**config.mk**
```make
export PLATFORM = sky130hd
export DESIGN_NAME = uart_flowctl_flat
export DESIGN_NICKNAME = d
export VERILOG_FILES = /design/src/rtl/uart_flowctl_pkg.sv /design/src/rtl/uart_flowctl_if.sv /design/src/rtl/uart_flowctl_sync_glitch_filter.sv /design/src/rtl/uart_flowctl.sv /design/src/flat_wrapper.sv
export SDC_FILE = /design/constraint.sdc
export NUM_CORES = 1
export LEC_CHECK = 0
export CORE_ASPECT_RATIO = 1.75
export CORE_MARGIN = 1
export CORE_UTILIZATION = 37
export CTS_BUF_LIST = sky130_fd_sc_hd__clkbuf_4 sky130_fd_sc_hd__clkbuf_8 sky130_fd_sc_hd__clkbuf_16
export CTS_CLUSTER_SIZE = 12
export DETAILED_ROUTE_END_ITERATION = 10
export PLACE_DENSITY = 0.85
export SYNTH_ARGS = -nofsm -noshare
export SYNTH_HDL_FRONTEND = slang
export SYNTH_SLANG_ARGS = --single-unit
export TNS_END_PERCENT = 5
```
**constraint.sdc**
```tcl
create_clock -name clk -period 1.7 [get_ports clk]
set_clock_uncertainty 0.2 [all_clocks]
set_input_delay 0.17 -clock clk [delete_from_list [all_inputs] [get_ports clk]]
set_output_delay 0.17 -clock clk [all_outputs]
set_load 0.005 [all_outputs]
```
**src/rtl/uart_flowctl_pkg.sv**
```systemverilog
// ============================================================================
// uart_flowctl_pkg : pin polarities, default parameters and TX FSM encoding
// Revision 1.0
// ============================================================================
`default_nettype none

package uart_flowctl_pkg;

    localparam logic c_CTS_PIN_CLEAR  = 1'b0;
    localparam logic c_CTS_PIN_BLOCK  = 1'b1;
    localparam logic c_RTS_PIN_ACCEPT = 1'b0;
    localparam logic c_RTS_PIN_HOLD   = 1'b1;

    localparam int c_RXFIFO_DEPTH_BITS_DEF = 4;
    localparam int c_RTS_HIGH_WM_DEF       = 12;
    localparam int c_RTS_LOW_WM_DEF        = 4;
    localparam int c_TIMEOUT_TICKS_DEF     = 640;
    localparam int c_CTS_FILTER_SAMPLES    = 3;

    typedef enum logic [0:0] {
        TX_RUN   = 1'b0,
        TX_STALL = 1'b1
    } tx_state_e;

    // Idle counter must hold TIMEOUT_TICKS and never shrink below 10 bits.
    function automatic int timeout_cnt_width(input int ticks);
        int w;
        w = $clog2(ticks + 1);
        return (w < 10) ? 10 : w;
    endfunction

endpackage

`default_nettype wire

```
**src/rtl/uart_flowctl_if.sv**
```systemverilog
// ============================================================================
// uart_flowctl_if : TX FIFO / transmitter / RX FIFO handshake bundle
// Revision 1.0
// ============================================================================
`default_nettype none

interface uart_flowctl_if
    import uart_flowctl_pkg::*;
#(
    parameter int RXFIFO_DEPTH_BITS = c_RXFIFO_DEPTH_BITS_DEF
);
    logic                       txf_empty_i;
    logic [7:0]                 txf_byte_i;
    logic                       txf_deq_o;
    logic [7:0]                 tx_byte_o;
    logic                       tx_en_o;
    logic                       tx_ready_i;
    logic [RXFIFO_DEPTH_BITS:0] rxf_count_i;
    logic                       rx_en_i;
    logic                       rxf_deq_i;

    modport slave (
        input  txf_empty_i, txf_byte_i, tx_ready_i, rxf_count_i, rx_en_i, rxf_deq_i,
        output txf_deq_o, tx_byte_o, tx_en_o
    );

    modport master (
        output txf_empty_i, txf_byte_i, tx_ready_i, rxf_count_i, rx_en_i, rxf_deq_i,
        input  txf_deq_o, tx_byte_o, tx_en_o
    );

endinterface

`default_nettype wire

```
**src/rtl/uart_flowctl_sync_glitch_filter.sv**
```systemverilog
// ============================================================================
// sync_glitch_filter : 2-flop synchronizer followed by an N-sample agreement filter
// Revision 1.0
// ============================================================================
`default_nettype none

module sync_glitch_filter #(
    parameter int   SAMPLES = 3,
    parameter logic RST_VAL = 1'b1
) (
    input  logic clk,
    input  logic resetn,
    input  logic i_async,
    output logic o_level
);

    logic [1:0]         r_sync;
    logic [SAMPLES-2:0] r_hist;
    logic               r_level;
    logic [SAMPLES-1:0] w_window;

    // Window = current synchronized sample plus the SAMPLES-1 before it.
    assign w_window = {r_hist, r_sync[1]};

    always_ff @(posedge clk) begin
        if (!resetn) begin
            r_sync  <= {2{RST_VAL}};
            r_level <= RST_VAL;
        end else begin
            r_sync <= {r_sync[0], i_async};
            if (&w_window) begin
                r_level <= 1'b1;
            end else if (~|w_window) begin
                r_level <= 1'b0;
            end
        end
    end

    generate
        if (SAMPLES > 2) begin : g_hist_long
            always_ff @(posedge clk) begin
                if (!resetn) begin
                    r_hist <= {(SAMPLES-1){RST_VAL}};
                end else begin
                    r_hist <= {r_hist[SAMPLES-3:0], r_sync[1]};
                end
            end
        end else begin : g_hist_short
            always_ff @(posedge clk) begin
                if (!resetn) begin
                    r_hist <= RST_VAL;
                end else begin
                    r_hist <= r_sync[1];
                end
            end
        end
    endgenerate

    assign o_level = r_level;

endmodule

`default_nettype wire

```
**src/rtl/uart_flowctl.sv**
```systemverilog
// ============================================================================
// uart_flowctl : UART RTS/CTS hardware flow control and RX idle timeout
// Revision 1.0
// ============================================================================
`default_nettype none

module uart_flowctl
    import uart_flowctl_pkg::*;
#(
    parameter int RXFIFO_DEPTH_BITS = c_RXFIFO_DEPTH_BITS_DEF,
    parameter int RTS_HIGH_WM       = c_RTS_HIGH_WM_DEF,
    parameter int RTS_LOW_WM        = c_RTS_LOW_WM_DEF,
    parameter int TIMEOUT_TICKS     = c_TIMEOUT_TICKS_DEF
) (
    input  logic           clk,
    input  logic           resetn,
    input  logic           uart_cken_i,
    input  logic           ena_hwflow_i,
    input  logic           cts_pin_i,
    output logic           rts_pin_o,
    output logic           cts_o,
    output logic           tx_stall_o,
    output logic           rx_timeout_o,
    uart_flowctl_if.slave  bus
);

    localparam int              c_CW      = RXFIFO_DEPTH_BITS + 1;
    localparam int              c_TW      = timeout_cnt_width(TIMEOUT_TICKS);
    localparam logic [c_CW-1:0] c_HIGH_WM = c_CW'(RTS_HIGH_WM);
    localparam logic [c_CW-1:0] c_LOW_WM  = c_CW'(RTS_LOW_WM);
    localparam logic [c_TW-1:0] c_TO_MAX  = c_TW'(TIMEOUT_TICKS);

    logic            w_cts_level;
    logic            w_tx_en;
    logic            w_hold_off;
    tx_state_e       r_tx_state;
    tx_state_e       w_tx_state_nxt;
    logic            r_rts;
    logic [c_CW-1:0] w_count;
    logic            w_rx_activity;
    logic            w_rx_empty;
    logic            w_idle_full;
    logic [c_TW-1:0] r_idle_cnt;
    logic            r_rx_timeout;

    // ---------------- CTS input conditioning ----------------
    sync_glitch_filter #(
        .SAMPLES (c_CTS_FILTER_SAMPLES),
        .RST_VAL (c_CTS_PIN_BLOCK)
    ) u_cts_filter (
        .clk     (clk),
        .resetn  (resetn),
        .i_async (cts_pin_i),
        .o_level (w_cts_level)
    );

    assign cts_o = (w_cts_level == c_CTS_PIN_CLEAR);

    // ---------------- TX handoff ----------------
    // CTS only gates the next handoff; a byte already taken by the transmitter is its own.
    assign w_tx_en       = !bus.txf_empty_i && (!ena_hwflow_i || cts_o);
    assign bus.tx_en_o   = w_tx_en;
    assign bus.tx_byte_o = bus.txf_byte_i;
    assign bus.txf_deq_o = resetn && w_tx_en && bus.tx_ready_i;

    assign w_hold_off = ena_hwflow_i && !cts_o && !bus.txf_empty_i;

    always_ff @(posedge clk) begin
        if (!resetn) begin
            r_tx_state <= TX_RUN;
        end else begin
            r_tx_state <= w_tx_state_nxt;
        end
    end

    always_comb begin
        w_tx_state_nxt = r_tx_state;
        case (r_tx_state)
            TX_RUN: begin
                if (w_hold_off) begin
                    w_tx_state_nxt = TX_STALL;
                end
            end
            TX_STALL: begin
                if (!w_hold_off) begin
                    w_tx_state_nxt = TX_RUN;
                end
            end
            default: begin
                w_tx_state_nxt = TX_RUN;
            end
        endcase
    end

    assign tx_stall_o = (r_tx_state == TX_STALL);

    // ---------------- RTS with watermark hysteresis ----------------
    assign w_count = bus.rxf_count_i;

    always_ff @(posedge clk) begin
        if (!resetn || !ena_hwflow_i) begin
            r_rts <= c_RTS_PIN_ACCEPT;
        end else if (w_count >= c_HIGH_WM) begin
            r_rts <= c_RTS_PIN_HOLD;
        end else if (w_count <= c_LOW_WM) begin
            r_rts <= c_RTS_PIN_ACCEPT;
        end
    end

    assign rts_pin_o = r_rts;

    // ---------------- RX idle timeout ----------------
    assign w_rx_activity = bus.rx_en_i || bus.rxf_deq_i;
    assign w_rx_empty    = (w_count == '0);
    assign w_idle_full   = (r_idle_cnt == c_TO_MAX);

    always_ff @(posedge clk) begin
        if (!resetn) begin
            r_idle_cnt <= '0;
        end else if (w_rx_activity || w_rx_empty) begin
            r_idle_cnt <= '0;
        end else if (uart_cken_i && !w_idle_full) begin
            r_idle_cnt <= r_idle_cnt + c_TW'(1);
        end
    end

    // Activity clears the flag even if the counter saturates in the same cycle.
    always_ff @(posedge clk) begin
        if (!resetn) begin
            r_rx_timeout <= 1'b0;
        end else if (w_rx_activity) begin
            r_rx_timeout <= 1'b0;
        end else if (w_idle_full && !w_rx_empty) begin
            r_rx_timeout <= 1'b1;
        end
    end

    assign rx_timeout_o = r_rx_timeout;

endmodule

`default_nettype wire

```
**src/flat_wrapper.sv**
```systemverilog
// flat-port wrapper written by rule: the top's interface ports become plain ports
module uart_flowctl_flat import uart_flowctl_pkg::*;
#(
    parameter int RXFIFO_DEPTH_BITS = c_RXFIFO_DEPTH_BITS_DEF,
    parameter int RTS_HIGH_WM       = c_RTS_HIGH_WM_DEF,
    parameter int RTS_LOW_WM        = c_RTS_LOW_WM_DEF,
    parameter int TIMEOUT_TICKS     = c_TIMEOUT_TICKS_DEF
)
  (clk, resetn, uart_cken_i, ena_hwflow_i, cts_pin_i, rts_pin_o, cts_o, tx_stall_o, rx_timeout_o, bus_txf_empty_i, bus_txf_byte_i, bus_tx_ready_i, bus_rxf_count_i, bus_rx_en_i, bus_rxf_deq_i, bus_txf_deq_o, bus_tx_byte_o, bus_tx_en_o);
  uart_flowctl_if #(.RXFIFO_DEPTH_BITS(RXFIFO_DEPTH_BITS)) bus_i ();
  input  logic clk;
  input  logic resetn;
  input  logic uart_cken_i;
  input  logic ena_hwflow_i;
  input  logic cts_pin_i;
  output logic rts_pin_o;
  output logic cts_o;
  output logic tx_stall_o;
  output logic rx_timeout_o;
  input wire logic [$bits(bus_i.txf_empty_i)-1:0] bus_txf_empty_i;
  input wire logic [$bits(bus_i.txf_byte_i)-1:0] bus_txf_byte_i;
  input wire logic [$bits(bus_i.tx_ready_i)-1:0] bus_tx_ready_i;
  input wire logic [$bits(bus_i.rxf_count_i)-1:0] bus_rxf_count_i;
  input wire logic [$bits(bus_i.rx_en_i)-1:0] bus_rx_en_i;
  input wire logic [$bits(bus_i.rxf_deq_i)-1:0] bus_rxf_deq_i;
  output wire logic [$bits(bus_i.txf_deq_o)-1:0] bus_txf_deq_o;
  output wire logic [$bits(bus_i.tx_byte_o)-1:0] bus_tx_byte_o;
  output wire logic [$bits(bus_i.tx_en_o)-1:0] bus_tx_en_o;
  assign bus_i.txf_empty_i = bus_txf_empty_i;
  assign bus_i.txf_byte_i = bus_txf_byte_i;
  assign bus_i.tx_ready_i = bus_tx_ready_i;
  assign bus_i.rxf_count_i = bus_rxf_count_i;
  assign bus_i.rx_en_i = bus_rx_en_i;
  assign bus_i.rxf_deq_i = bus_rxf_deq_i;
  assign bus_txf_deq_o = bus_i.txf_deq_o;
  assign bus_tx_byte_o = bus_i.tx_byte_o;
  assign bus_tx_en_o = bus_i.tx_en_o;
  uart_flowctl #(.RXFIFO_DEPTH_BITS(RXFIFO_DEPTH_BITS), .RTS_HIGH_WM(RTS_HIGH_WM), .RTS_LOW_WM(RTS_LOW_WM), .TIMEOUT_TICKS(TIMEOUT_TICKS)) u_core (.clk(clk), .resetn(resetn), .uart_cken_i(uart_cken_i), .ena_hwflow_i(ena_hwflow_i), .cts_pin_i(cts_pin_i), .rts_pin_o(rts_pin_o), .cts_o(cts_o), .tx_stall_o(tx_stall_o), .rx_timeout_o(rx_timeout_o), .bus(bus_i));
endmodule
```
== Word-level counts from Yosys, hierarchy flattened ==
Index checks and enable logic that the tools add are counted.
Storage, ports and cells
  flip-flop bits (word level): 18
  bits in latches: 0
  memory bits (writable): 0
  bits in read-only memories: 0
  input bits: 22
  output and inout port bits: 14
  logic and storage cells: 39
  memories kept: 0
Cells by class
  add/sub/neg operators: 1
  multiply operators: 0
  divide/modulo/power cells: 0
  order comparisons: 2
  eq/ne operators: 1
  shift operators: 0
  multiplexer cells: 3
  bitwise gates (word level): 2
  reduce and logical (&&, ||, !) cells: 23
Operators by type and width (number)
  $add 10x1->10 const B: 1
  $eq 10x10->1 const B: 1
  $logic_and 1x1->1: 7
  $reduce_or 2->1: 3
  $ge 5x4->1 const B: 1
  $le 5x3->1 const B: 1
  $logic_not 1->1: 5
  $logic_not 5->1: 1
  $logic_or 1x1->1: 4
  $mux 1: 3
  $reduce_and 3->1: 1
  $reduce_or 3->1: 1
  $not 1->1: 2
  $reduce_bool 2->1: 1

== Longest topological paths before layout ==
Gate-level depths: netlist of run 1.
  depth in word-level cells: 5
  mapped depth: 6

== By module ==
A second synthesis of run 1 with hierarchy kept.
Second synthesis, totals
  cells, all modules: 93
  area total of the unflattened synthesis: 859.6 um^2
Modules (own cells, without submodules)
  uart_flowctl: times used 1, cells an instance 81, area each 713.2 um^2
  sync_glitch_filter: times used 1, cells an instance 12, area each 146.4 um^2

== Worst setup path before layout of run 1 ==
No wires, ideal clock.
  path type: reg-to-reg
  start: register u_core.r_idle_cnt[0]
  end: register u_core.r_idle_cnt[1]
  data arrival time: 1.275 ns
  required time: 1.381 ns
  path slack: 0.106 ns
  cell stages (with the launch flop): 7
  clock period less this slack: 1.594 ns
  path through: dfxtp_1 -> inv_1 -> ha_1 -> nand4b_4 -> o41ai_4 -> mux2i_1 -> nor2_1
On the way
  cells in the longest elaborated chain, start to end: 3
  elaborated cells on any way between the ends: 4
  classes of those cells: 1 x add/sub; 1 x eq/ne; 2 x reduce/logical
Ends and longest elaborated chain
  start: declaration: line uart_flowctl.sv:43  | logic [c_TW-1:0] r_idle_cnt;
  start signal: assignment: line uart_flowctl.sv:123  | r_idle_cnt <= r_idle_cnt + c_TW'(1);
  parallel branches: the longest is 3 deep, another holds $add 10x1->10
Parallel ways; which one is timed is not known.
A chain may end at the register's enable or synchronous reset.

== Final worst setup path of run 1 ==
  start: register u_core.r_idle_cnt[2]
  end: register u_core.r_idle_cnt[1]
On the way
  cells in the longest elaborated chain, start to end: 3
Ends and longest elaborated chain
  $eq 10x10->1: line uart_flowctl.sv:115  | assign w_idle_full = (r_idle_cnt == c_TO_MAX);
  $logic_not 1->1: line uart_flowctl.sv:122  | end else if (uart_cken_i && !w_idle_full) begin
  $logic_and 1x1->1: line uart_flowctl.sv:122
No other way between the ends.

==> impl_metrics.json, run 1 <==
{
  "p_comb_frac": 0.109,
  "cts-hold-fix-buffers": 0,
  "synthesis.nets": 119,
  "p_leak_uw": 0.000443,
  "grt_max_degree": 11,
  "cts-root-buf": "clkbuf_4",
  "fillers": 186,
  "maxSlewViolCount": 0,
  "p_switching_uw": 150,
  "clk_pin_slew_worst_paths_ns": 0.09,
  "htreeDepth": 1,
  "rows": 22,
  "port_buffers": 19,
  "ys_types": 30,
  "finalCritPeriodShare": 1.02,
  "crit_fanout": 2,
  "antenna_cells": 0,
  "setup.worst_path.end": "u_core.r_idle_cnt[1]$_SDFFE_PP0P_",
  "worst_pin_slew_ns": 0.340,
  "cts_buffers": 3,
  "place_area_um2": 1100,
  "initial_core_util": 0.403,
  "syn_to_final_growth_pct": 31.9,
  "routed_wl_mm": 1.76,
  "drv_cap": 0,
  "cts_tree": "yes",
  "p_clk_frac": 0.285,
  "rsz0062_at_grt": "yes",
  "status": "finished with violations",
  "place.gp.congestion": 0.811,
  "path_cells": "or3_4 -> o41ai_4 -> mux2i_1 -> nor2_1",
  "grt_pass1_wl_mm": 3.06,
  "stdcell_count": 144,
  "slowest_stage": "or3_4",
  "wire_per_inst_um": 12.2,
  "worstPathArrival_ns": 1.71,
  "syn_area_um2": 866,
  "power_uw": 711,
  "dp.cells": 140,
  "r2r_cells": 4,
  "layout_setup_ws_ns": -0.0295,
  "synth_seq_cells": 18,
  "die_h_um": 66.0,
  "core_region_area_um2": 2150,
  "drt-initial-drc-count": 18,
  "syn_avg_cell_area_um2": 9.11,
  "grt_pass1_vias": 772,
  "clock_sinks": 18,
  "path_class": "reg -> reg",
  "antenna_found_initial": 0,
  "fp.dieW_um": 38.6,
  "fin_area_um2": 1140,
  "fin_crit_ns": 1.73,
  "rrSetupSlack_ns": -0.03,
  "ys.warnings.count": 0,
  "vias": 726,
  "grt_remaining_overflow": 0,
  "drt_pass1_iterations": 4,
  "p_sw_frac": 0.212,
  "intPower_uw": 560,
  "finalHoldViolCount": 0,
  "p_seq_frac": 0.606,
  "via_per_inst": 5.04,
  "crit_required_ns": 1.68,
  "vdd_drop_max_uv": 420,
  "crit_path_start_kind": "flop",
  "die_area_um2": 2540,
  "failed_checks": "setup timing",
  "setup_viol": 1,
  "clk_latency_ns": 0.29,
  "netlist_instances": 95,
  "whs_ns": 0.0972,
  "critPathLaunch": "u_core.r_idle_cnt[2]$_SDFFE_PP0P_",
  "timing.rr.start": "u_core.r_idle_cnt[2]$_SDFFE_PP0P_",
  "ant_nets": 0,
  "drive_above_1_share": 0.192,
  "powerDensity_nw_per_um2": 622,
  "drc": 0,
  "cts_max_path_buffers": 2,
  "ioPinCount": 36,
  "slew_headroom": 0.772,
  "nNetsFinal": 146,
  "hp-class": "in -> reg",
  "slowest_delay_ns": 0.41,
  "grt_usage": 0.167,
  "ys_seq_area_frac": 0.416,
  "dp_hpwl_mm": 1.38,
  "fmax_mhz": 578,
  "rr_endpoint": "u_core.r_idle_cnt[1]$_SDFFE_PP0P_",
  "cp-end-kind": "flop"
}
==> worst min-delay path by stage <==
stage	start	end	slack, ns	cells past startpoint
2_1_floorplan	bus_txf_empty_i	u_core.tx_stall_o$_SDFF_PN0_	0.05	1
3_3_place_gp	bus_txf_byte_i[0]	bus_tx_byte_o[0]	0.14	0
3_5_place_dp	bus_txf_byte_i[0]	bus_tx_byte_o[0]	0.14	0
4_1_cts	ena_hwflow_i	u_core.rts_pin_o$_SDFFE_PP0P_	0.1	3
5_1_grt	ena_hwflow_i	u_core.rts_pin_o$_SDFFE_PP0P_	0.09	3
6_report	ena_hwflow_i	u_core.rts_pin_o$_SDFFE_PP0P_	0.1	3
==> registers in the layout (all words and copies together) (netlist names) <==
name	cells
u_core.rts_pin_o	1
u_core.u_cts_filter.o_level	1
u_core.rx_timeout_o	1
u_core.tx_stall_o	1
u_core.u_cts_filter.r_sync	2
u_core.u_cts_filter.r_hist	2
u_core.r_idle_cnt	10
==> cells in the mapped netlist <==
| master | number | area, um^2 |
|---|---|---|
| o21a_1 | 1 | 7.51 |
| nor3b_1 | 1 | 7.51 |
| or2_2 | 1 | 6.26 |
| nand2b_1 | 4 | 25.0 |
| a21o_1 | 1 | 7.51 |
| o21ai_0 | 1 | 5.00 |
| or2_1 | 1 | 6.26 |
| nor2_1 | 18 | 67.6 |
| nor3_1 | 1 | 5.00 |
| and4b_1 | 1 | 10.0 |
| buf_4 | 8 | 60.1 |
| nor4_1 | 1 | 6.26 |
| nand4_1 | 4 | 25.0 |
| and3_1 | 1 | 6.26 |
| xnor2_1 | 5 | 43.8 |
| nand3_2 | 1 | 10.0 |
| dfxtp_1 | 18 | 360 |
| inv_1 | 3 | 11.3 |
| a221oi_1 | 1 | 8.76 |
| xor2_1 | 3 | 26.3 |
| clkbuf_1 | 1 | 3.75 |
| nor2_2 | 1 | 6.26 |
| or3_4 | 1 | 11.3 |
| nand2_1 | 8 | 30.0 |
| mux2i_1 | 1 | 10.0 |
| nand4b_4 | 1 | 23.8 |
| a21oi_1 | 3 | 15.0 |
| or4_1 | 1 | 7.51 |
| o41ai_4 | 1 | 27.5 |
| ha_1 | 2 | 25.0 |
==> power groups by stage <==
stage | sequential (uW) | clock (uW) | combinational (uW)
global route | 431 | 236 | 83.2
CTS | 431 | 209 | 77.8
global placement | 440 | 0 | 76.6
detailed placement | 440 | 0 | 78.9
floorplan | 440 | 0 | 40.3
finish | 431 | 203 | 77.3
==> cells in the final DEF (no fill, tap or decap), types with 3 or more instances in the layout <==
cell | synthesis | routed
nor2_1 | 18 | 18
nand2b_1 | 4 | 4
xor2_1 | 3 | 3
nand4_1 | 4 | 4
xnor2_1 | 5 | 5
clkbuf_4 | 0 | 3
nand2_1 | 8 | 8
buf_4 | 8 | 12
inv_1 | 3 | 3
a21oi_1 | 3 | 3
clkdlybuf4s50_1 | 0 | 16
dfxtp_1 | 18 | 17
==> cells by family (layout without fill, tap and decap cells) <==
logic type | count (synthesis) | after routing | synth area share
AOI/OAI and AO/OA | 8 | 8 | 0.0824
buffers and inverters | 12 | 37 | 0.0867
and+or+nand+nor | 46 | 46 | 0.293
xor gates and xnor gates | 8 | 8 | 0.0809
DFF | 18 | 18 | 0.416
muxes | 1 | 1 | 0.0116
adders and majority gates | 2 | 2 | 0.0289
==> routing by layer <==
metal | routed length, um | GRT usage | share of wire | vias up
met4 | 25 | 0.0819 | 0.014 | 0
met1 | 638 | 0.155 | 0.36 | 333
met3 | 86 | 0.0202 | 0.049 | 5
met5 | 0 | 0 | 0 | -
li1 | - | - | - | 361
met2 | 1010 | 0.323 | 0.57 | 27
==> area by class of cell <==
cell class                 count  area [um^2]  area share
clock buffer                   3         22.5      0.0197
inverter                       3         11.3     0.00986
multi-input combinational     65          437       0.382
sequential                    18          362       0.317
tap                           24         30.0      0.0263
timing repair buffer          31          280       0.245
==> stage by stage <==
stage / setup slack (ns) / setup TNS [ns] / utilization
detailed placement: -0.169 / -1.75 / 0.515
global placement: -0.124 / -1.30 / 0.515
floorplan: 0.106 / 0 / -
CTS: -0.0116 / -0.0116 / 0.528
global route: -0.0832 / -0.0989 / 0.532
finish: -0.0295 / -0.0295 / 0.532
==> critical path: cells and delay by family (launching register included) <==
family / cells / cell delay, ns
mux: 1 / 0.25
compound gates: 1 / 0.38
simple gates: 2 / 0.46
flops: 1 / 0.34
==> repair_timing <==
item	CTS	global route
setup buffers	1	0
endpoints found under the setup margin	2	4
gates resized for setup	3	2
pin swaps	1	0
Note: power is estimated with default switching activity, not from simulation.
==> run 2, diff against run 1 <==
PLACE_DENSITY = 0.74   (was 0.85)
==> impl_metrics.json, run 2 (synthesis gave the netlist of run 1 again) <==
{
  "grt_max_degree": 11,
  "regMostFlops": "u_core.r_idle_cnt",
  "grt_pass1_wl_mm": 2.73,
  "drc": 0,
  "slew_headroom": 0.731,
  "stdcell_count": 144,
  "layout_common_cells": "nor2_1, clkdlybuf4s50_1, dfxtp_1",
  "die_area_um2": 2540,
  "fp.dieW_um": 38.6,
  "initial_core_util": 0.403,
  "dp.cells": 140,
  "crit_path_start_kind": "flop",
  "path_cells": "inv_2 -> ha_4 -> nand4b_4 -> o41ai_4 -> mux2i_1 -> nor2_1",
  "core_region_area_um2": 2150,
  "grt_remaining_overflow": 0,
  "cts_tree": "yes",
  "hp-class": "in -> reg",
  "path_class": "reg -> reg",
  "drt_pass1_iterations": 2,
  "finalCritPeriodShare": 0.970,
  "vdd_drop_max_uv": 525,
  "syn_to_final_growth_pct": 33.4,
  "antenna_found_initial": 0,
  "status": "finished, final reports clean",
  "grt_usage": 0.145,
  "vias": 710,
  "slowest_delay_ns": 0.39,
  "wire_per_inst_um": 11.0,
  "fillers": 205,
  "worstPathArrival_ns": 1.62,
  "die_h_um": 66.0,
  "p_clk_frac": 0.330,
  "maxSlewViolCount": 0,
  "ioPinCount": 36,
  "ant_nets": 0,
  "antenna_cells": 0,
  "finalHoldViolCount": 0,
  "dp_hpwl_mm": 1.34,
  "fin_crit_ns": 1.65,
  "postCtsSetupBuffers": 0,
  "setup_viol": 0,
  "clk_pin_slew_worst_paths_ns": 0.10,
  "crit_required_ns": 1.67,
  "cts_buffers": 3,
  "place.gp.congestion": 0.729,
  "cts_max_path_buffers": 2,
  "routed_wl_mm": 1.58,
  "clock_sinks": 18,
  "powerDensity_nw_per_um2": 659,
  "via_per_inst": 4.93,
  "fmax_mhz": 607,
  "fin_util": 0.538,
  "rows": 22,
  "multi_input_area_um2": 443,
  "p_comb_frac": 0.105,
  "crit_fanout": 2,
  "htreeDepth": 1,
  "cp-end-kind": "flop",
  "worst_pin_slew_ns": 0.400,
  "seq_area_um2": 364,
  "drive_above_1_share": 0.225,
  "clk_latency_ns": 0.28,
  "p_sw_frac": 0.198,
  "rsz0062_at_grt": "yes",
  "intPower_uw": 611,
  "grt_pass1_vias": 718,
  "power_uw": 761,
  "slowest_stage": "o41ai_4",
  "p_seq_frac": 0.566,
  "cts-root-buf": "clkbuf_4",
  "drv_cap": 0,
  "port_buffers": 19,
  "largest_register_ffs": 10,
  "p_leak_uw": 0.000427,
  "drt-initial-drc-count": 4,
  "top_regs": "u_core.r_idle_cnt: 10 flops, u_core.u_cts_filter.r_hist: 2 flops, u_core.u_cts_filter.r_sync: 2 flops",
  "p_switching_uw": 151,
  "nNetsFinal": 145,
  "final_common_cell": "nor2_1"
}
[run 2: path summary, 6_finish.rpt]
path	startpoint	to	slack, ns	cells past startpoint
worst max register to register	u_core.r_idle_cnt[0]$_SDFFE_PP0P_	u_core.r_idle_cnt[1]$_SDFFE_PP0P_	0.05	6
worst max-delay path	u_core.r_idle_cnt[0]$_SDFFE_PP0P_	u_core.r_idle_cnt[1]$_SDFFE_PP0P_	0.05	6
worst min register to register	u_core.u_cts_filter.r_sync[0]$_SDFF_PN1_	u_core.u_cts_filter.r_sync[1]$_SDFF_PN1_	0.22	1
worst min-delay path	ena_hwflow_i	u_core.rts_pin_o$_SDFFE_PP0P_	0.10	3
[run 2: area by class of cell]
cell class,count,share of cell area
Sequential cell,18,0.315
Tap cell,24,0.0260
Multi-Input combinational cell,65,0.384
Inverter,3,0.00975
Clock buffer,4,0.0314
Timing Repair Buffer,30,0.234
[run 2: power groups by stage]
stage	sequential, uW	clock, uW	combinational, uW
after floorplan	440	0	40.3
after global placement	440	0	78.6
after detailed placement	440	0	80.4
after CTS	430	257	79.5
after global routing	432	279	87.3
final	431	251	79.6
[run 2: per-layer routing]
layer	vias to the layer above	routed length (um)	part of all wire	global-route usage
li1	362	-	-	-
met1	328	590	0.37	0.150
met2	20	926	0.59	0.277
met3	0	64	0.040	0.0135
met4	0	0	0	0.0517
met5	-	0	0	0
[run 2: per-stage QoR]
stage / worst slack (ns) / instance area, um^2 / TNS [ns] / hold WS, ns
2_1_floorplan: 0.106 / 866 / 0 / 0.0461
3_3_place_gp: -0.111 / 1100 / -1.20 / 0.140
3_5_place_dp: -0.151 / 1100 / -1.49 / 0.140
4_1_cts: -0.0169 / 1140 / -0.0169 / 0.0992
5_1_grt: -0.0379 / 1150 / -0.0379 / 0.133
6_report: 0.0515 / 1150 / 0 / 0.102
[run 2: timing repair]
action | 4_1_cts | 5_1_grt
gates resized for setup | 3 | 6
hold endpoints to repair | 0 | 0
hold buffers | 0 | 0
setup endpoints to repair | 2 | 2
pin swaps | 1 | 3
[run 2: worst max-delay path, delay by kind of cell (launching register included)]
kind	cells	cell delay, ns
simple gates	2	0.18
mux	1	0.23
compound gates	1	0.39
buf+inv	1	0.07
fa+ha+maj	1	0.14
flops	1	0.34
==> run 3, diff against run 2 <==
CORE_ASPECT_RATIO = not set   (was 1.75)
CORE_MARGIN = 2   (was 1)
CORE_UTILIZATION = 39   (was 37)
CTS_BUF_LIST = sky130_fd_sc_hd__clkbuf_8   (was sky130_fd_sc_hd__clkbuf_4 sky130_fd_sc_hd__clkbuf_8 sky130_fd_sc_hd__clkbuf_16)
==> impl_metrics.json, run 3 (synthesis gave the netlist of run 1 again) <==
{
  "rsz0062_at_grt": "yes",
  "drc": 0,
  "antenna_cells": 0,
  "clock_sinks": 18,
  "vias": 715,
  "cts-hold-fix-buffers": 0,
  "antenna_found_initial": 0,
  "fmax_mhz": 606,
  "status": "finished, final reports clean",
  "routed_wl_mm": 1.66,
  "grt_pass1_vias": 763,
  "crit_fanout": 3,
  "finalCritPeriodShare": 0.971,
  "slew_headroom": 0.772,
  "cts-root-buf": "clkbuf_8",
  "cts_max_path_buffers": 2,
  "hp-class": "in -> out",
  "clk_latency_ns": 0.25,
  "drt_pass1_iterations": 3,
  "multi_input_area_um2": 449,
  "drt-initial-drc-count": 1,
  "crit_required_ns": 1.64,
  "initial_core_util": 0.403,
  "final_common_cell": "nor2_1",
  "finalHoldViolCount": 0,
  "drv_cap": 0,
  "ant_nets": 0,
  "finalSetupTns_ns": 0,
  "setup_viol": 0,
  "cts_buffers": 3,
  "syn_to_final_growth_pct": 38.7,
  "p_leak_uw": 0.000459,
  "core_region_area_um2": 2150,
  "cts_tree": "yes",
  "ioPinCount": 36,
  "cp-end-kind": "flop",
  "fp.dieW_um": 51.1,
  "die_area_um2": 2610,
  "rows": 17,
  "largest_register_ffs": 10,
  "place.gp.congestion": 0.755,
  "regMostFlops": "u_core.r_idle_cnt",
  "grt_max_degree": 11,
  "slowest_stage": "o41ai_4",
  "path_cells": "inv_2 -> ha_4 -> nand4b_4 -> o41ai_4 -> mux2i_1 -> nor2_1",
  "clk_pin_slew_worst_paths_ns": 0.07,
  "grt_pass1_wl_mm": 2.97,
  "path_class": "reg -> reg",
  "grt_usage": 0.152,
  "htreeDepth": 1,
  "dp_hpwl_mm": 1.31,
  "wire_per_inst_um": 11.1,
  "vdd_drop_max_uv": 525,
  "via_per_inst": 4.77,
  "place_ws_ns": -0.191,
  "die_h_um": 51.1,
  "maxSlewViolCount": 0,
  "fillers": 206,
  "crit_path_start_kind": "flop",
  "slowest_delay_ns": 0.39,
  "grt_remaining_overflow": 0,
  "worst_pin_slew_ns": 0.341,
  "port_buffers": 19,
  "top_regs": "u_core.r_idle_cnt: 10 flops, u_core.u_cts_filter.r_hist: 2 flops, u_core.u_cts_filter.r_sync: 2 flops",
  "powerDensity_nw_per_um2": 713,
  "layout_common_cells": "nor2_1, clkdlybuf4s50_1, dfxtp_1",
  "worstPathArrival_ns": 1.59,
  "layout_setup_ws_ns": 0.0489,
  "nNetsFinal": 147,
  "seq_area_um2": 362,
  "fin_crit_ns": 1.65,
  "drive_above_1_share": 0.230
}
run 3: cell types whose count changed in the layout (fill, tap and decap cells not counted):
| cell | delta |
|---|---|
| clkbuf_8 | +3 |
| dlymetal6s2s_1 | +1 |
| nor4_2 | +1 |
| nor4_1 | -1 |
| dlygate4sd2_1 | -1 |
| dfxtp_1 | +2 |
| clkbuf_4 | -3 |
| dfxtp_2 | -2 |
| buf_4 | +2 |
run 3: worst paths after layout:
check                                                 from                                       end  slack (ns)  depth (start not counted)
setup / recovery         u_core.r_idle_cnt[0]$_SDFFE_PP0P_         u_core.r_idle_cnt[1]$_SDFFE_PP0P_        0.05                          6
hold / removal                           bus_txf_byte_i[0]                          bus_tx_byte_o[0]        0.14                          0
setup reg to reg         u_core.r_idle_cnt[0]$_SDFFE_PP0P_         u_core.r_idle_cnt[1]$_SDFFE_PP0P_        0.05                          6
hold reg to reg   u_core.u_cts_filter.r_sync[0]$_SDFF_PN1_  u_core.u_cts_filter.r_sync[1]$_SDFF_PN1_        0.21                          1
run 3: final cells by class:
type                    instances  area share
repair buffers                 32       0.241
well taps                      28      0.0292
flip-flops and latches         18       0.301
inverters                       3     0.00938
clock buffers                   4      0.0458
multi-input cells              65       0.374
run 3: critical path: cells and delay by family (launching register included):
family	cells	cell delay, ns
compound gates	1	0.39
fa+ha+maj	1	0.14
buf+inv	1	0.07
flops	1	0.33
mux	1	0.23
simple gates	2	0.18
run 3: layer usage:
layer	routed length (um)	vias up	GRT usage	share of wire
met4	31	0	0.0766	0.019
met2	781	25	0.262	0.47
met5	0	-	0	0
li1	-	363	-	-
met1	713	322	0.157	0.43
met3	131	5	0.0614	0.079
run 3: timing repair:
item	in CTS	in global routing
setup buffers	0	1
hold endpoints to repair	0	0
pin swaps	1	2
gates resized for setup	1	7
endpoints found under the setup margin	2	4
run 3: where the power goes:
| group | switching (uW) | internal, uW | total (uW) |
|---|---|---|---|
| Sequential | 3.15 | 428 | 431 |
| Clock | 140 | 206 | 345 |
| Combinational | 26.5 | 53.2 | 79.6 |
run 3: through the flow:
stage / cell area [um^2] / hold slack [ns] / cells / utilization / power (uW)
2_1_floorplan: 866 / 0.0461 / 95 / - / 480
3_3_place_gp: 1120 / 0.140 / 145 / 0.520 / 518
3_5_place_dp: 1120 / 0.140 / 145 / 0.520 / 519
4_1_cts: 1170 / 0.140 / 149 / 0.545 / 864
5_1_grt: 1200 / 0.140 / 150 / 0.559 / 893
6_report: 1200 / 0.140 / 150 / 0.559 / 856
